==> src/rtl/fetch_pc_ctrl_if.sv <==
// Fetch-side signal bundle between the PC sequencer and BPU / IM / pipeline control.
// master = PC sequencer, slave = surrounding fetch environment.
interface fetch_pc_ctrl_if #(
    parameter int EPOCH_W = 2
);
    logic [31:0]        bpu_pred_pc;
    logic               bpu_pred_taken;
    logic               exe_redirect;
    logic [31:0]        exe_redirect_pc;
    logic               dc_redirect;
    logic [31:0]        dc_redirect_pc;
    logic               stall;
    logic               im_ready;
    logic               rsp_valid;
    logic [31:0]        fetch_pc;
    logic               fetch_req;
    logic [EPOCH_W-1:0] fetch_epoch;
    logic               fetch_pred_taken;
    logic               flush_if;

    modport master (
        input  bpu_pred_pc, bpu_pred_taken,
        input  exe_redirect, exe_redirect_pc, dc_redirect, dc_redirect_pc,
        input  stall, im_ready, rsp_valid,
        output fetch_pc, fetch_req, fetch_epoch, fetch_pred_taken, flush_if
    );

    modport slave (
        output bpu_pred_pc, bpu_pred_taken,
        output exe_redirect, exe_redirect_pc, dc_redirect, dc_redirect_pc,
        output stall, im_ready, rsp_valid,
        input  fetch_pc, fetch_req, fetch_epoch, fetch_pred_taken, flush_if
    );
endinterface

==> src/rtl/fetch_pc_ctrl.sv <==
// IF-stage PC sequencer: redirect/prediction select is combinational (0-cycle), fetch held on stall or when
// MAX_OUTSTANDING fetches are in flight. Define FETCH_PC_PERF_EN to build the redirect/HOLD perf counters.
module fetch_pc_ctrl #(
    parameter logic [31:0] RESET_PC        = 32'h2000,
    parameter int          EPOCH_W         = 2,
    parameter int          MAX_OUTSTANDING = 2
) (
    input  logic                  clk,
    input  logic                  rst,
    fetch_pc_ctrl_if.master       fif,
    output logic [31:0]           redirect_cnt,
    output logic [31:0]           stall_cnt
);

    typedef enum logic [1:0] {
        S_BOOT = 2'd0,
        S_RUN  = 2'd1,
        S_HOLD = 2'd2
    } state_e;

    localparam logic [2:0] MAX_O = 3'(MAX_OUTSTANDING);

    state_e             state_q, state_d;
    logic [31:0]        pc_q, pc_d;
    logic [EPOCH_W-1:0] epoch_q, epoch_d;
    logic [2:0]         outst_q, outst_d;
    logic               pred_taken_q, pred_taken_d;

    logic               redirect;
    logic [31:0]        redirect_pc;
    logic               full;
    logic               fire;
    logic               rsp_dec;
    logic [31:0]        fetch_pc;

    // EXE mispredict outranks the DC-stage redirect.
    assign redirect    = fif.exe_redirect || fif.dc_redirect;
    assign redirect_pc = fif.exe_redirect ? fif.exe_redirect_pc : fif.dc_redirect_pc;
    assign fetch_pc    = redirect ? redirect_pc : pc_q;
    assign full        = (outst_q >= MAX_O);
    assign fire        = fif.fetch_req && fif.im_ready;
    assign rsp_dec     = fif.rsp_valid && (outst_q != 3'd0);

    assign fif.fetch_pc         = fetch_pc;
    assign fif.fetch_req        = (state_q != S_BOOT) && !fif.stall && !full;
    assign fif.fetch_epoch      = epoch_d;
    assign fif.fetch_pred_taken = pred_taken_q;
    assign fif.flush_if         = redirect;

    always_ff @(posedge clk) begin
        if (rst) begin
            state_q <= S_BOOT;
        end else begin
            state_q <= state_d;
        end
    end

    always_comb begin
        state_d = state_q;
        unique case (state_q)
            S_BOOT:  state_d = S_RUN;
            S_RUN:   if (fif.stall || full) state_d = S_HOLD;
            S_HOLD:  if (!fif.stall && !full) state_d = S_RUN;
            default: state_d = S_BOOT;
        endcase
    end

    always_comb begin
        pc_d         = pc_q;
        pred_taken_d = pred_taken_q;
        outst_d      = outst_q;
        epoch_d      = epoch_q + EPOCH_W'(redirect);

        // A redirect that cannot issue this cycle is parked in pc_q until the stall clears.
        if (fire) begin
            pc_d         = fif.bpu_pred_taken ? fif.bpu_pred_pc : fetch_pc + 32'd4;
            pred_taken_d = fif.bpu_pred_taken;
        end else if (redirect) begin
            pc_d = redirect_pc;
        end

        // Stale returns after a redirect still free their slot; epochs let downstream drop them.
        if (fire && !rsp_dec) begin
            outst_d = outst_q + 3'd1;
        end else if (!fire && rsp_dec) begin
            outst_d = outst_q - 3'd1;
        end
    end

    always_ff @(posedge clk) begin
        if (rst) begin
            pc_q         <= RESET_PC;
            epoch_q      <= '0;
            outst_q      <= 3'd0;
            pred_taken_q <= 1'b0;
        end else begin
            pc_q         <= pc_d;
            epoch_q      <= epoch_d;
            outst_q      <= outst_d;
            pred_taken_q <= pred_taken_d;
        end
    end

`ifdef FETCH_PC_PERF_EN
    logic [31:0] redirect_cnt_q;
    logic [31:0] stall_cnt_q;

    always_ff @(posedge clk) begin
        if (rst) begin
            redirect_cnt_q <= 32'd0;
            stall_cnt_q    <= 32'd0;
        end else begin
            if (redirect) begin
                redirect_cnt_q <= redirect_cnt_q + 32'd1;
            end
            if (state_q == S_HOLD) begin
                stall_cnt_q <= stall_cnt_q + 32'd1;
            end
        end
    end

    assign redirect_cnt = redirect_cnt_q;
    assign stall_cnt    = stall_cnt_q;
`else
    assign redirect_cnt = 32'd0;
    assign stall_cnt    = 32'd0;
`endif

`ifndef SYNTHESIS
    a_outst_bound: assert property (@(posedge clk) disable iff (rst) outst_q <= MAX_O);
`endif

endmodule
==> src/flat_wrapper.sv <==
// flat-port wrapper written by rule: the top's interface ports become plain ports
module fetch_pc_ctrl_flat 
#(
    parameter logic [31:0] RESET_PC        = 32'h2000,
    parameter int          EPOCH_W         = 2,
    parameter int          MAX_OUTSTANDING = 2
)
  (clk, rst, redirect_cnt, stall_cnt, fif_bpu_pred_pc, fif_bpu_pred_taken, fif_exe_redirect, fif_exe_redirect_pc, fif_dc_redirect, fif_dc_redirect_pc, fif_stall, fif_im_ready, fif_rsp_valid, fif_fetch_pc, fif_fetch_req, fif_fetch_epoch, fif_fetch_pred_taken, fif_flush_if);
  fetch_pc_ctrl_if #(.EPOCH_W(EPOCH_W)) fif_i ();
  input  logic clk;
  input  logic rst;
  output logic [31:0] redirect_cnt;
  output logic [31:0] stall_cnt;
  input wire logic [$bits(fif_i.bpu_pred_pc)-1:0] fif_bpu_pred_pc;
  input wire logic [$bits(fif_i.bpu_pred_taken)-1:0] fif_bpu_pred_taken;
  input wire logic [$bits(fif_i.exe_redirect)-1:0] fif_exe_redirect;
  input wire logic [$bits(fif_i.exe_redirect_pc)-1:0] fif_exe_redirect_pc;
  input wire logic [$bits(fif_i.dc_redirect)-1:0] fif_dc_redirect;
  input wire logic [$bits(fif_i.dc_redirect_pc)-1:0] fif_dc_redirect_pc;
  input wire logic [$bits(fif_i.stall)-1:0] fif_stall;
  input wire logic [$bits(fif_i.im_ready)-1:0] fif_im_ready;
  input wire logic [$bits(fif_i.rsp_valid)-1:0] fif_rsp_valid;
  output wire logic [$bits(fif_i.fetch_pc)-1:0] fif_fetch_pc;
  output wire logic [$bits(fif_i.fetch_req)-1:0] fif_fetch_req;
  output wire logic [$bits(fif_i.fetch_epoch)-1:0] fif_fetch_epoch;
  output wire logic [$bits(fif_i.fetch_pred_taken)-1:0] fif_fetch_pred_taken;
  output wire logic [$bits(fif_i.flush_if)-1:0] fif_flush_if;
  assign fif_i.bpu_pred_pc = fif_bpu_pred_pc;
  assign fif_i.bpu_pred_taken = fif_bpu_pred_taken;
  assign fif_i.exe_redirect = fif_exe_redirect;
  assign fif_i.exe_redirect_pc = fif_exe_redirect_pc;
  assign fif_i.dc_redirect = fif_dc_redirect;
  assign fif_i.dc_redirect_pc = fif_dc_redirect_pc;
  assign fif_i.stall = fif_stall;
  assign fif_i.im_ready = fif_im_ready;
  assign fif_i.rsp_valid = fif_rsp_valid;
  assign fif_fetch_pc = fif_i.fetch_pc;
  assign fif_fetch_req = fif_i.fetch_req;
  assign fif_fetch_epoch = fif_i.fetch_epoch;
  assign fif_fetch_pred_taken = fif_i.fetch_pred_taken;
  assign fif_flush_if = fif_i.flush_if;
  fetch_pc_ctrl #(.RESET_PC(RESET_PC), .EPOCH_W(EPOCH_W), .MAX_OUTSTANDING(MAX_OUTSTANDING)) u_core (.clk(clk), .rst(rst), .fif(fif_i), .redirect_cnt(redirect_cnt), .stall_cnt(stall_cnt));
endmodule
==> config.mk <==
export PLATFORM = sky130hd
export DESIGN_NAME = fetch_pc_ctrl_flat
export DESIGN_NICKNAME = d
export VERILOG_FILES = /design/src/rtl/fetch_pc_ctrl_if.sv /design/src/rtl/fetch_pc_ctrl.sv /design/src/flat_wrapper.sv
export SDC_FILE = /design/constraint.sdc
export NUM_CORES = 1
export LEC_CHECK = 0
export CORE_ASPECT_RATIO = 1.4
export CORE_MARGIN = 2
export CORE_UTILIZATION = 40
export DETAILED_ROUTE_END_ITERATION = 8
export HOLD_SLACK_MARGIN = 0.08
export PLACE_DENSITY_LB_ADDON = 0.25
export SYNTH_ARGS = -nofsm -noshare
export SYNTH_HDL_FRONTEND = slang
export SYNTH_SLANG_ARGS = --single-unit
==> constraint.sdc <==
create_clock -name clk -period 2.87 [get_ports clk]
set_input_delay 0.574 -clock clk [delete_from_list [all_inputs] [get_ports clk]]
set_output_delay 0.574 -clock clk [all_outputs]
set_load 0.02 [all_outputs]
==> run summary <==
The number of DRC markers in iteration 0 is 205. The die extent in x came out at 84.9 um. The critical path data required time came out at 2.30 ns. The number of flops mapped to enable cells by yosys is 0.

The first-pass GRT wire length came out at 17900 um. The filler cells instantiated in the layout total 840. The final number of max-transition violations came out at 0. Clock-pin slew was measured on the worst setup and hold paths at 0.06 ns. In this run the worst hold path is classified as flip-flop to flip-flop. Setup repair after global routing left no endpoint under its margin. After global routing the overflow that remains totals 0. The net count of the finished layout is 752. In this run the most critical hold path is launched from u_core.fif.fetch_pred_taken$_SDFFE_PP0N_. The biggest area contributor in the post-synthesis netlist is sky130_fd_sc_hd__dfxtp_1. The number of antenna diodes is 0.

The die is 117 um tall. The total setup violations reported at the end of the flow came out at 0. The clock skew is 0.00352 ns. The count of clock tree sinks is 40. IR analysis of the VDD net gives a maximum drop of 0.250 mV.

At the placement stage, the worst setup path has a slack of -0.0917 ns. The clock tree synthesis step divided the H-tree into 2 levels. The final antenna-violating net count is 0. In this run the worst setup path begins at fif_dc_redirect_pc[2].

The mean area per synthesized cell is 7.75 sq um. In the post-synthesis netlist, the biggest area contributors are sky130_fd_sc_hd__dfxtp_1, sky130_fd_sc_hd__mux2i_1, sky130_fd_sc_hd__buf_4. In this run the power density over the cells is 436 nW/um^2. STA classifies the critical path endpoint as a primary output.

The layout-stage area growth over the synthesis result came out at 46.6%. The worst path arrival time is 2.21 ns. The area of all placed cells without fillers came out at 5370 sq um. The max-cap violation count is 0. The initial cell density of the core came out at 0.408. For this block, the routed nets add up to 11600 um of wire. The maximum root-to-sink buffer count is 2. Dividing the final minimum period by the clock period gives 0.971.

The global placer's final weighted congestion is 0.882. The fraction of synthesized cell area taken by the top area cell type is 0.219. The per-cell routed wire length is 15.4 um.

The register bit count reported by yosys is 40. The library cell used most frequently in the layout, excluding fill and tap cells, is sky130_fd_sc_hd__clkdlybuf4s50_1. The total clock buffers created by CTS is 5. The routed via count divided by cell count is 5.19. The number of global-route vias before repair is 3665. After layout, the worst setup slack is 0.0821 ns. The number of top-level pins is 205.

The count of mapped cells out of synthesis came out at 473. The number of cells after detailed placement is 744. The non-filler instance count after layout is 751.

The number of antenna violations at the first check in global routing came to 0. The root buffer cell is sky130_fd_sc_hd__clkbuf_16. The hold violation total from the final report came out at 0. The cell leakage power came out at 2.32 nW. The post-route DRC violation count is 0.

The worst register-to-register path begins at u_core.outst_q[2]$_SDFFE_PP0P_. The async set-or-reset flop fraction in the synthesized netlist came out at 0. The number of hold buffers added after cts came out at 0. The run finished with clean final reports.

The placed instances occupy a cell area of 5210 sq um. The pin count of the biggest net entering global routing is 48. The fraction of the yosys area taken by sequential cells came out at 0.219. The core box area is 8980 sq um. The post-synth design cell area is 3660 sq um. The quantity of I/O buffers inserted on ports is 140. Buffers added to address setup during post-CTS repair amount to 0. The time the worst path needs with I/O delays and setup came out at 2.79 ns. The HPWL reported at the end of detailed placement is 8800 um. The detailed-route via count came out at 3894. The number of core rows came out at 41.

In the final layout, the share of cells above drive strength 1 is 0.157. The clock tree from TritonCTS is done. The die area came out at 9950 sq um.

Of all nets on the critical path, the largest fanout is 3. The category of the critical setup timing path is input pin to primary output. The clock latency at the later pin of the worst-skew pair came out at 0.28 ns.

For this run, the total global-route usage over all layers was measured as 0.225. STA classifies the critical path startpoint as an input pin. The count of unique library cells instantiated by Yosys is 55. The maximum frequency from static timing analysis is 359 MHz. The total iterations of the first detailed-routing run is 4.

The most used flip-flop cell after synthesis is sky130_fd_sc_hd__dfxtp_1. Power comes to 0.00234 W. The top cell types in the final layout, fill and taps aside, are sky130_fd_sc_hd__clkdlybuf4s50_1, sky130_fd_sc_hd__conb_1, sky130_fd_sc_hd__nand2_1, sky130_fd_sc_hd__buf_4, sky130_fd_sc_hd__mux2i_1.

The pin slew with the least headroom to its limit came out at 0.513 ns. For this run, the number of Yosys warnings is 0. The remaining max-slew budget at the tightest pin came out at 0.658.
## critical path, cell delays in order
cell and delay, ns:
sky130_fd_sc_hd__clkdlybuf4s50_1 0.39, sky130_fd_sc_hd__mux2_2 0.26, sky130_fd_sc_hd__mux2i_1 0.29, sky130_fd_sc_hd__inv_1 0.14
sky130_fd_sc_hd__clkdlybuf4s50_1 0.56
## layout make-up
cell class / count / area, sq um / share of cell area
Timing Repair Buffer: 198 / 1860 / 0.345
Inverter: 11 / 42.5 / 0.00792
Sequential cell: 40 / 801 / 0.149
Tap cell: 107 / 134 / 0.0249
Clock buffer: 7 / 153 / 0.0284
Multi-Input combinational cell: 388 / 2390 / 0.444
## cells in the mapped netlist, types with 2 or more instances
cell type,n
sky130_fd_sc_hd__or2_2,2
sky130_fd_sc_hd__dfxtp_1,40
sky130_fd_sc_hd__ha_1,3
sky130_fd_sc_hd__inv_1,10
sky130_fd_sc_hd__nor3_1,14
sky130_fd_sc_hd__a211oi_1,4
sky130_fd_sc_hd__nor2b_1,7
sky130_fd_sc_hd__o21ai_0,17
sky130_fd_sc_hd__o21ai_2,15
sky130_fd_sc_hd__nand2_1,58
sky130_fd_sc_hd__buf_2,7
sky130_fd_sc_hd__nor2_1,28
sky130_fd_sc_hd__buf_4,65
sky130_fd_sc_hd__nor4_1,8
sky130_fd_sc_hd__o21ai_1,6
sky130_fd_sc_hd__a21o_1,3
sky130_fd_sc_hd__and4_1,4
sky130_fd_sc_hd__or3_1,3
sky130_fd_sc_hd__o22ai_1,10
sky130_fd_sc_hd__clkbuf_1,17
sky130_fd_sc_hd__and3_1,2
sky130_fd_sc_hd__a31oi_1,4
sky130_fd_sc_hd__mux2_2,3
sky130_fd_sc_hd__a21oi_1,19
sky130_fd_sc_hd__a22oi_1,15
sky130_fd_sc_hd__o21a_1,6
sky130_fd_sc_hd__nand4_1,6
sky130_fd_sc_hd__nand3_1,10
sky130_fd_sc_hd__nand4_2,2
sky130_fd_sc_hd__a221oi_1,2
sky130_fd_sc_hd__buf_12,2
sky130_fd_sc_hd__buf_6,6
sky130_fd_sc_hd__xor2_1,4
sky130_fd_sc_hd__mux2i_1,50
## sequential cells by signal, indices dropped and copies added, names as in the netlist
name / flops
u_core.state_q: 2
u_core.outst_q: 3
u_core.fif.fetch_pred_taken: 1
u_core.epoch_q: 2
u_core.pc_q: 32
## metrics by stage
stage                     TNS (ns)  hold WS, ns   util
after detailed placement    -0.186        0.482  0.580
after CTS                        0        0.496  0.598
final                            0        0.487  0.598
after global placement           0        0.474  0.580
after floorplan                  0        0.467      -
after global routing             0        0.522  0.598
## power breakdown
part | internal (W) | leakage [nW] | switching (W)
Combinational | 0.000503 | 1.91 | 0.000558
Clock | 0.000365 | 0.0760 | 0.000228
Sequential | 0.000640 | 0.332 | 0.0000489
Total | 0.00151 | 2.32 | 0.000835
## cells by family after synthesis
logic type	share of synthesized area
and+or+nand+nor	0.202
AOI/OAI and AO/OA	0.201
buffers and inverters	0.201
muxes	0.149
DFF	0.219
adders and majority gates	0.0184
xor gates and xnor gates	0.00956
other	0.00102
## layer usage
layer	vias up	part of all wire	track usage
met3	25	0.062	0.0266
li1	1899	-	-
met1	1787	0.40	0.259
met5	-	0	0
met4	0	0.029	0.0910
met2	183	0.51	0.421
## final timing paths
check	endpoint	slack, ns	depth (start not counted)
worst max-delay path	fif_fetch_pc[2]	0.08	5
worst min-delay path	u_core.fif.fetch_pred_taken$_SDFFE_PP0N_	0.49	2
worst max register to register	u_core.outst_q[2]$_SDFFE_PP0P_	0.50	10
worst min register to register	u_core.fif.fetch_pred_taken$_SDFFE_PP0N_	0.49	2
## what timing repair did
| item | in CTS | in global routing |
|---|---|---|
| gates cloned | 0 | 0 |
| gates resized for setup | 2 | 3 |
| pin swaps | 0 | 0 |
| setup endpoints to repair | 2 | 2 |
No activity file was read; power rests on OpenSTA's default activity.
